[src/rtl/zynq_tag_sequencer.sv]
// zynq_tag_sequencer: serializes bsg_tag packets onto the single-bit tag line.
// After reset it optionally sweeps a client reset packet to every node, then
// accepts one command at a time and shifts it out followed by an idle gap.
module zynq_tag_sequencer #(
  parameter int els_p               = 16,
  parameter int max_payload_width_p = 1,
  parameter int gap_p               = 2,
  parameter bit boot_reset_p        = 1'b1,
  localparam int lg_els_lp   = (els_p > 1) ? $clog2(els_p) : 1,
  localparam int lg_width_lp = ((max_payload_width_p + 1) > 1) ? $clog2(max_payload_width_p + 1) : 1
) (
  input  logic                           clk_i,
  input  logic                           reset_i,
  input  logic                           v_i,
  output logic                           ready_and_o,
  input  logic [lg_els_lp-1:0]           nodeid_i,
  input  logic                           data_not_reset_i,
  input  logic [lg_width_lp-1:0]         len_i,
  input  logic [max_payload_width_p-1:0] payload_i,
  output logic                           tag_data_o,
  output logic                           boot_done_o,
  output logic                           err_o
);

  // Everything after the start bit: len, data_not_reset, nodeid, payload
  localparam int body_w_lp = lg_width_lp + 1 + lg_els_lp + max_payload_width_p;
  localparam int cnt_w_lp  = $clog2(body_w_lp + 1);
  localparam int gap_w_lp  = (gap_p > 0) ? $clog2(gap_p + 1) : 1;

  localparam logic [lg_width_lp-1:0] max_len_lp   = lg_width_lp'(max_payload_width_p);
  localparam logic [lg_els_lp-1:0]   last_node_lp = lg_els_lp'(els_p - 1);
  localparam logic [gap_w_lp-1:0]    gap_load_lp  = gap_w_lp'((gap_p > 0) ? gap_p - 1 : 0);
  localparam logic [cnt_w_lp-1:0]    hdr_bits_lp  = cnt_w_lp'(1 + lg_width_lp + lg_els_lp);

  typedef enum logic [1:0] {ST_START, ST_IDLE, ST_SEND, ST_GAP} state_e;

  state_e                   state_r;
  logic [body_w_lp-1:0]     shift_r;
  logic [cnt_w_lp-1:0]      bits_left_r;
  logic [gap_w_lp-1:0]      gap_cnt_r;
  logic [lg_els_lp-1:0]     node_r;
  logic                     booting_r;

  logic                           handshake, cmd_legal, load_cmd, load_boot, pkt_done;
  logic [lg_width_lp-1:0]         pkt_len;
  logic                           pkt_dnr;
  logic [lg_els_lp-1:0]           pkt_node;
  logic [max_payload_width_p-1:0] pkt_payload, payload_aligned;
  logic [body_w_lp-1:0]           pkt_body;

  // Decide whether a packet starts this cycle and assemble its body bits
  always_comb begin
    handshake = (state_r == ST_IDLE) && v_i && ready_and_o;
    cmd_legal = (len_i <= max_len_lp);
    load_cmd  = handshake && cmd_legal;
    pkt_done  = ((state_r == ST_SEND) && (bits_left_r == '0) && (gap_p == 0))
             || ((state_r == ST_GAP) && (gap_cnt_r == '0));
    load_boot = ((state_r == ST_START) && boot_reset_p)
             || (pkt_done && booting_r && (node_r != last_node_lp));

    pkt_len     = max_len_lp;
    pkt_dnr     = 1'b0;
    pkt_node    = (state_r == ST_START) ? '0 : node_r + lg_els_lp'(1);
    pkt_payload = '0;
    if (load_cmd) begin
      pkt_len     = len_i;
      pkt_dnr     = data_not_reset_i;
      pkt_node    = nodeid_i;
      pkt_payload = payload_i;
    end

    // Left-align the used payload bits so they leave MSB first; unused upper
    // bits fall off the top of the shift.
    payload_aligned = pkt_payload << (max_len_lp - pkt_len);
    pkt_body        = {pkt_len, pkt_dnr, pkt_node, payload_aligned};
  end

  // Sequencer FSM: boot sweep, command accept, bit shifting and gap timing
  always_ff @(posedge clk_i) begin
    if (reset_i) begin
      state_r     <= ST_START;
      shift_r     <= '0;
      bits_left_r <= '0;
      gap_cnt_r   <= '0;
      node_r      <= '0;
      booting_r   <= 1'b0;
      tag_data_o  <= 1'b0;
      ready_and_o <= 1'b0;
      boot_done_o <= 1'b0;
      err_o       <= 1'b0;
    end else begin
      err_o <= handshake && !cmd_legal;
      if (load_cmd || load_boot) begin
        state_r     <= ST_SEND;
        tag_data_o  <= 1'b1;
        shift_r     <= pkt_body;
        bits_left_r <= hdr_bits_lp + cnt_w_lp'(pkt_len);
        ready_and_o <= 1'b0;
        booting_r   <= load_boot;
        if (load_boot) node_r <= pkt_node;
      end else begin
        case (state_r)
          ST_START: begin
            state_r     <= ST_IDLE;
            ready_and_o <= 1'b1;
            boot_done_o <= 1'b1;
          end
          ST_IDLE: begin
            tag_data_o <= 1'b0;
          end
          ST_SEND: begin
            if (bits_left_r != '0) begin
              tag_data_o  <= shift_r[body_w_lp-1];
              shift_r     <= {shift_r[body_w_lp-2:0], 1'b0};
              bits_left_r <= bits_left_r - cnt_w_lp'(1);
            end else begin
              tag_data_o <= 1'b0;
              if (gap_p > 0) begin
                state_r   <= ST_GAP;
                gap_cnt_r <= gap_load_lp;
              end else begin
                state_r     <= ST_IDLE;
                ready_and_o <= 1'b1;
                boot_done_o <= 1'b1;
                booting_r   <= 1'b0;
              end
            end
          end
          ST_GAP: begin
            tag_data_o <= 1'b0;
            if (gap_cnt_r != '0) begin
              gap_cnt_r <= gap_cnt_r - gap_w_lp'(1);
            end else begin
              state_r     <= ST_IDLE;
              ready_and_o <= 1'b1;
              boot_done_o <= 1'b1;
              booting_r   <= 1'b0;
            end
          end
          default: state_r <= ST_START;
        endcase
      end
    end
  end

endmodule

[config.mk]
export PLATFORM = sky130hd
export DESIGN_NAME = zynq_tag_sequencer
export DESIGN_NICKNAME = d
export VERILOG_FILES = /design/src/rtl/zynq_tag_sequencer.sv
export SDC_FILE = /design/constraint.sdc
export NUM_CORES = 1
export LEC_CHECK = 0
export BUFFER_PORTS_ARGS = -buffer_cell sky130_fd_sc_hd__buf_2
export CAP_MARGIN = 10
export CORE_ASPECT_RATIO = 0.75
export CORE_UTILIZATION = 35
export DETAILED_ROUTE_END_ITERATION = 6
export SETUP_SLACK_MARGIN = 0.2
export SYNTH_ARGS = -nofsm -noshare
export SYNTH_HDL_FRONTEND = slang
export SYNTH_SLANG_ARGS = --single-unit
[constraint.sdc]
create_clock -name clk_i -period 1.99 [get_ports clk_i]
set_input_delay 0.0995 -clock clk_i [delete_from_list [all_inputs] [get_ports clk_i]]
set_output_delay 0.0995 -clock clk_i [all_outputs]
set_load 0.02 [all_outputs]
# --- Word level (Yosys, flattened, before mapping) ---
# Index checks and enable logic that the tools add are counted.
word_totals:
  register_bits: 23
  out_inout_bits: 4
  mem_bits_rw: 0
  latchBits: 0
  romBits: 0
  inputBits: 10
  memories: 0
op_classes:
  n_lt_le_gt_ge: 1
  shifts: 1
  mux: 26
  n_addsub: 5
  n_reduce_logical: 32
  n_mul: 0
  div: 0
  n_bitwise: 1
  eq_ne: 10
ops:
  columns: ["op", "n"]
  rows:
  - ["7-bit two-way mux", 3]
  - ["2-bit nonzero test", 6]
  - ["2-bit two-way mux", 5]
  - ["1-bit two-way mux", 9]
  - ["3-bit two-way mux", 3]
  - ["3-bit AND reduction", 3]
  - ["3-bit nonzero test", 3]
  - ["4-bit two-way mux", 2]
  - ["2-bit AND reduction", 4]
  - ["1-bit logical AND", 7]
  - ["2-bit inequality test, second input constant", 3]
  - ["3-bit inequality test, second input constant", 2]
  - ["2-bit one-hot mux with 3 select lines", 1]
  - ["4-bit by 1-bit adder with 4-bit output, second input constant", 1]
  - ["2-bit == test, second input constant", 2]
  - ["2-bit zero test", 2]
  - ["4-bit inequality test, second input constant", 1]
  - ["1-bit one-hot mux with 2 select lines", 2]
  - ["2-bit one-hot mux with 2 select lines", 1]
  - ["4-bit AND reduction", 1]
  - ["4-bit nonzero test", 1]
  - ["2-bit OR reduction", 2]
  - ["2-bit by 2-bit adder with 3-bit output, first input constant", 1]
  - ["3-bit by 1-bit subtractor with 3-bit output, second input constant", 1]
  - ["9 further kinds", 10]

# --- Logic depth before layout (Yosys ltp) ---
# Gate-level depths: netlist of the first run.
depth:
  ltp_word: 8
  depth_mapped: 9
  ltp_nobuf: 6

# --- Least setup slack after synthesis of the first run ---
# OpenSTA, ideal clock, no wires.
synth_timing:
  path_type: "register to register"
  startpoint: "reg state_r[1]"
  endpoint: "reg gap_cnt_r[0]"
  required_time_ns: 1.904
  slack_ns: 0.245
  arrival_ns: 1.659
  stages_incl_launch_ff: 9
  path_buffers: 2
  synth_period_minus_slack_ns: 1.745
  path_cell_list: "dfxtp_1 inv_1 ha_1 and3_1 buf_6 a211oi_4 buf_6 o211ai_2 a221oi_2"
synth_between:
  elab_chain_len: 8
  elab_cells_between_ends: 18
  cone_classes: "eq/ne (5); mux (1); bitwise (1); reduce/logical (11)"
synth_lines:
  columns: ["item", "line_no", "rtl"]
  rows:
  - ["start: declaration", "37", "state_e state_r;"]
  - ["start signal: assignment", "81", "state_r <= ST_START;"]
  - ["start signal: assignment", "94", "state_r <= ST_SEND;"]
  - ["start signal: assignment", "104", "state_r <= ST_IDLE;"]
  - ["2-bit == test", "57, 102", null]
  - ["1-bit logical AND", "57", "|| ((state_r == ST_GAP) && (gap_cnt_r == '0));"]
  - ["1-bit logical AND (2 in series)", "59", "|| (pkt_done && booting_r && (node_r != last_node_lp));"]
  - ["1-bit logical OR", "59", null]
  - ["1-bit logical OR", "93", "if (load_cmd || load_boot) begin"]
  - ["1-bit NOT (no line)", null, null]
  - ["4-bit AND reduction (no line)", null, null]
  - ["end signal: assignment", "120", "gap_cnt_r <= gap_load_lp;"]
  - ["end signal: assignment", "132", "gap_cnt_r <= gap_cnt_r - gap_w_lp'(1);"]
  - ["end: declaration", "40", "logic [gap_w_lp-1:0] gap_cnt_r;"]
# Several ways; a longest one is shown, not always the timed one.
# A chain may end at the register's enable or synchronous reset.

# --- Final worst setup path of the first run ---
layout_timing:
  startpoint: "reg gap_cnt_r[0]"
  endpoint: "reg gap_cnt_r[0]"
layout_between:
  elab_chain_len: 8
  elab_cells_between_ends: 13
  cone_classes: "add/sub (1); eq/ne (1); mux (2); bitwise (1); reduce/logical (8)"
layout_lines:
  columns: ["item", "line_no"]
  rows:
  - ["2-bit zero test", "57"]
  - ["1-bit logical AND", "57"]
  - ["1-bit logical AND (2 in series)", "59"]
  - ["1-bit logical OR", "59"]
  - ["1-bit logical OR", "93"]
  - ["1-bit NOT (no line)", null]
  - ["4-bit AND reduction (no line)", null]
# Several ways; a longest one is shown, not always the timed one. The select of a mux whose other input is x is not followed.

==> flow_summary.toml, run 1 <==
[die]
start_util_pct = 36.9
ios = 14
core_sq_um = 3310
fp.dieW_microns = 70.2
die_area_sq_um = 3730
rows = 18
die_h_microns = 53.2

[clock_tree]
cts_tree = "done"
clk_pin_slew_ns = 0.08
cts.sinks = 22
cts_root_buf = "clkbuf_8"
clkLatencyLatePin_ns = 0.26
cts_max_path_buffers = 2
cts_max_level = 1
numCtsBuffers = 3

[setup_path]
critical_path_arrival_ns = 1.87
worstSetupStartpointType = "register"
path_class = "reg -> reg"
rr_worst_depth = 7
crit_slowest_cell = "a211oi_4"
required_ns = 2.17
crit_path_cell_trace = "inv_2 > ha_4 > and3_4 > a211oi_4 > buf_12 > o211ai_2 > a221oi_2"
slowest_delay_ns = 0.34
endpoint_kind = "register"
crit_path_max_fanout = 5

[synth]
synth_seq_area_share_pct = 36.1
synth_top_family_by_area = "compound AO/OA/AOI/OAI gates"
synth_nets = 160
synth_top_area_share_pct = 36.1
avgSynthCellArea_sq_um = 8.60
synth-compound-area-share_pct = 22.2
synth_xor_area_share_pct = 2.15
yosys_warnings = 0
yosys.area_share.adder_pct = 8.20
synthDistinctLibCells = 40
synthSimpleGateAreaFrac_pct = 21.5
ys_seq_elements = 22
syn_inst = 142
ys.flop_type = "dfxtp_1"
synth_area_leaders = "dfxtp_1 (36%), ha_1 (8.2%), nor2_1 (4.6%)"
synth_mux_area_share_pct = 2.56
synth.largest_area_cell = "dfxtp_1"
synth-edff-count = 0
synthArstFlopShare_pct = 0
syn_area_sq_um = 1220

[drt]
vias = 1103
wl_per_cell_microns = 15.1
drtIter0Drc = 43
post-route-drc-count = 0
viasPerCell = 5.57
drtAntennaViolNets = 0
wl_mm = 2.99
dr.pass1.iters = 4

[timing]
fin_worst_skew_ns = 0.00400
fin_ws_ns = 0.300
whs_ns = 0.0758
fmax_ghz = 0.592
period_share_pct = 84.9
drv_slew = 0
setup_violations = 0
fin_tns_setup_ns = 0
fin_crit_ns = 1.69
rsz0062_at_grt = "no"
hold_violations = 0

[final_layout]
multi_input_area_sq_um = 754
final_cells = 198
antenna_cells = 0
layout_commonest_cell = "dfxtp_1"
seq_area_sq_um = 447
layout_common_cells = "dfxtp_1 (17), nor2_1 (15), buf_2 (12), a21oi_1 (10)"
area_growth_pct = 23.6
post-route-util_pct = 45.6
drive_gt1_share_pct = 29.7
final_cell_area_sq_um = 1510
nets = 178
fillers = 311

[global_routing]
grt_pass1_vias = 948
antenna_found_initial = 0
grt-ovfl-total = 0
grt_pass1_wl_mm = 4.43
grt_max_degree = 24
grtUsageTotal_pct = 15.9

[min_path]
hold_depth = 3
hold_path.class = "in -> reg"

[place]
hpwl_mm = 1.99
io_buffer_count = 12
place.gp.congestion = 0.785
placed_area_sq_um = 1330
dp_slack_ns = 0.129
place_inst = 191

[flow_run]
cap_violations = 0

[status]
status = "finished clean"

[power]
vdd.ir_drop.worst_mv = 0.707
leakage_nw = 0.598
powerDensity_nw_per_um2 = 1650
power.total_mw = 2.48
## cell type report
class                      instances  area share [%]
inverter                           7            1.74
clock buffer                       3            2.74
timing repair buffer              22            12.6
multi-input combinational        104            50.0
tap                               40            3.32
sequential                        22            29.6
## metal layers
layer	GRT usage (%)	share of wire (%)
met5	0	0
met4	3.00	0.57
met3	4.76	5.8
met2	26.6	46
met1	20.5	47
## critical path, delay by kind of cell, from the launching register on
family                     cells  cell delay [ns]
and+or+nand+nor                1             0.19
AOI/OAI and AO/OA              3             0.69
DFF                            1             0.33
adders and majority gates      1             0.18
buffers and inverters          2             0.22
## state kept, by name (all words and copies together), names as in the netlist
register	cells
ready_and_o	1
bits_left_r	3
state_r	2
node_r	4
boot_done_o	1
booting_r	1
shift_r	7
tag_data_o	1
gap_cnt_r	2
## Yosys cell counts (all sizes together) (2+ instances only)
library cell and count:
dfxtp 22, a21oi 11, inv 7, nand2 9, o41ai 2, and3 2
xnor2 2, nor2 15, buf 6, nor3 6, clkbuf 3, o21bai 3
ha 8, a31oi 3, nand4 3, mux2i 2, nand3 10, o21ai 2
a211oi 2, nor2b 3, o31ai 2, a311oi 5
## kinds of logic (layout without fill, tap and decap cells)
kind of cell,Yosys count,after routing
flip-flops,22,22
other,1,1
buffers and inverters,16,32
multiplexers,3,3
AND/OR/NAND/NOR,54,54
adder cells (fa/ha/maj),8,8
AO/OA/AOI/OAI,35,35
XOR/XNOR,3,3
## final timing paths
kind | startpoint | to | slack, ns
setup reg to reg | gap_cnt_r[0]$_SDFFE_PP0P_ | gap_cnt_r[0]$_SDFFE_PP0P_ | 0.30
hold reg to reg | booting_r$_SDFFE_PP0P_ | booting_r$_SDFFE_PP0P_ | 0.47
hold / removal | data_not_reset_i | shift_r[5]$_SDFFE_PP0P_ | 0.08
setup / recovery | gap_cnt_r[0]$_SDFFE_PP0P_ | gap_cnt_r[0]$_SDFFE_PP0P_ | 0.30
## repair_timing
action / 4_1_cts / 5_1_grt
setup endpoints to repair: 6 / 14
pin swaps: 1 / 3
setup buffers: 0 / 2
gates resized for setup: 4 / 17
hold buffers: 0 / 0
gates cloned: 1 / 1
## where the power goes
group          switching (mW)  internal (mW)
sequential              0.147          0.618
combinational           0.738          0.699
clock                   0.146          0.135
Note: power is estimated with default switching activity, not from simulation.
==> run 2, diff against run 1 <==
==> constraint.sdc (replaced) <==
create_clock -name clk_i -period 1.7 [get_ports clk_i]
set_input_delay 0.085 -clock clk_i [delete_from_list [all_inputs] [get_ports clk_i]]
set_output_delay 0.085 -clock clk_i [all_outputs]
set_load 0.02 [all_outputs]
==> run 2 against run 1 <==
  * Routed wire length grew 12%
  * Count of clock-buffer cells in the layout grew 1
  * Total power grew 38%
  * Via count grew 5.3%
  * Global-route usage grew 2.7 points
  * Critical path depth grew 1
  * Die area is the same
  * First-iteration DRC count grew 49%
  * Cell area grew 16%
  * Non-clock buffer count grew 14
  * Largest cell class unchanged
==> flow_summary.toml, run 2 (synthesis results as in run 1) <==
[status]
status = "finished clean"

[clock_tree]
holdBufCountCts = 0
cts.sinks = 22
cts_max_path_buffers = 2
numCtsBuffers = 3
clkLatencyLatePin_ns = 0.27
cts_root_buf = "clkbuf_8"
cts_tree = "done"
cts_max_level = 1
clk_pin_slew_ns = 0.09

[setup_path]
crit_path_max_fanout = 4
worst_r2r_endpoint = "gap_cnt_r[0]$_SDFFE_PP0P_"
critical_path_arrival_ns = 1.80
path_class = "reg -> reg"
rrSetupSlack_ns = 0.04
required_ns = 1.84
worstSetupStartpointType = "register"
rr_worst_depth = 8
reg2reg_from = "gap_cnt_r[1]$_SDFFE_PP0P_"
endpoint_kind = "register"

[min_path]
hold-path-endpoint = "shift_r[5]$_SDFFE_PP0P_"
min_from = "data_not_reset_i"
hold_depth = 3
hold_path.class = "in -> reg"

[place]
place_inst = 196
io_buffer_count = 12
hpwl_mm = 2.07
placed_area_sq_um = 1410
place.gp.congestion = 0.772

[die]
core_sq_um = 3310
ios = 14
die_area_sq_um = 3730
rows = 18
start_util_pct = 36.9
die_h_microns = 53.2
fp.dieW_microns = 70.2

[global_routing]
grt_max_degree = 24
grt_pass1_wl_mm = 5.25
grt-ovfl-total = 0
grtUsageTotal_pct = 18.6
grt_pass1_vias = 1073
antenna_found_initial = 0

[timing]
drv_slew = 0
fin_crit_ns = 1.66
period_share_pct = 97.9
fmax_ghz = 0.601
fin_tns_setup_ns = 0
hold_violations = 0
whs_ns = 0.0363
fin_worst_skew_ns = 0.00640
rsz0062_at_grt = "yes"
setup_violations = 0

[final_layout]
largest_register_ffs = 7
area_growth_pct = 42.9
reg_top3 = "shift_r (7), node_r (4), bits_left_r (3)"
final_cells = 213
fillers = 303
drive_gt1_share_pct = 43.9
layout_common_cells = "buf_4 (18), dfxtp_1 (16), nor2_1 (12), buf_2 (12), a21oi_1 (9)"
antenna_cells = 0
layout_commonest_cell = "buf_4"
final_cell_area_sq_um = 1750
top_register = "shift_r"
nets = 192

[drt]
vias = 1162
met1_length_mm = 1.52
wl_met2_mm = 1.68
drtAntennaViolNets = 0
wl_mm = 3.33
highest_layer = "met4"
wl_per_cell_microns = 15.6
post-route-drc-count = 0
dr.pass1.iters = 4
drtIter0Drc = 64
viasPerCell = 5.46
wl_met3_microns = 108

[flow_run]
cap_violations = 0

[power]
vdd.ir_drop.worst_mv = 1.08
p_int_mw = 2.02
seq_power_share_pct = 26.0
pwr-share-comb_pct = 62.7
p_sw_mw = 1.41
powerDensity_nw_per_um2 = 1970
clkPwrFrac_pct = 11.3
swShare_pct = 41.2
leakage_nw = 0.687
[run 2: cell count changes in the layout (fill, tap and decap cells not counted), sizes merged]
cell    delta
buf       +16
bufbuf     -1
[run 2: per-layer routing]
layer	vias to the layer above	GRT usage, %
met5	-	0
met2	17	31.6
met1	564	23.9
met4	0	6.33
met3	4	3.62
li1	577	-
[run 2: metrics by stage]
stage | worst slack, ns | power (mW) | util [%]
after global placement | 0.00318 | 2.33 | 42.6
after detailed placement | -0.00407 | 2.36 | 42.6
final | 0.0352 | 3.43 | 52.7
after global routing | -0.0222 | 3.69 | 52.7
after floorplan | 0.141 | 1.93 | -
after CTS | 0.0952 | 3.23 | 50.6
[run 2: layout make-up]
cell class              count  area [sq um]  share of cell area (%)
repair buffers             36           304                    17.4
well taps                  40          50.0                    2.87
clock buffers               4          55.1                    3.15
multi-input cells         104           852                    48.8
inverters                   7          31.3                    1.79
flip-flops and latches     22           453                    25.9
[run 2: worst max-delay path by stage]
stage,startpoint,end,slack [ns],cells after the start
after global routing,gap_cnt_r[0]$_SDFFE_PP0P_,shift_r[0]$_SDFFE_PP0P_,-0.02,9
after global placement,state_r[0]$_SDFFE_PP0P_,shift_r[4]$_SDFFE_PP0P_,0.003,6
after floorplan,state_r[1]$_SDFFE_PP0P_,gap_cnt_r[0]$_SDFFE_PP0P_,0.14,8
final,gap_cnt_r[1]$_SDFFE_PP0P_,gap_cnt_r[0]$_SDFFE_PP0P_,0.04,8
after detailed placement,state_r[0]$_SDFFE_PP0P_,shift_r[4]$_SDFFE_PP0P_,-0.004,6
after CTS,state_r[1]$_SDFFE_PP0P_,shift_r[0]$_SDFFE_PP0P_,0.1,9
[run 2: critical path, cell delays in order, from the launching register on]
cell and delay (ns):
dfxtp_2 0.33, inv_2 0.05, ha_4 0.16, and3_4 0.19, a211oi_4 0.34, buf_6 0.16
buf_16 0.11, a22o_1 0.14, a221oi_2 0.06
[run 2: power by group through the flow]
stage | combinational (mW) | clock [mW] | sequential (mW)
2_1_floorplan | 1.05 | 0 | 0.879
6_report | 2.15 | 0.386 | 0.892
3_5_place_dp | 1.50 | 0 | 0.859
3_3_place_gp | 1.47 | 0 | 0.853
5_1_grt | 2.34 | 0.432 | 0.917
4_1_cts | 1.95 | 0.398 | 0.878
[run 2: timing repair]
action	in CTS	in global routing
cloned	2	0
setup buffers	9	2
pin swaps	7	9
resized for setup	21	17
setup endpoints to repair	8	21
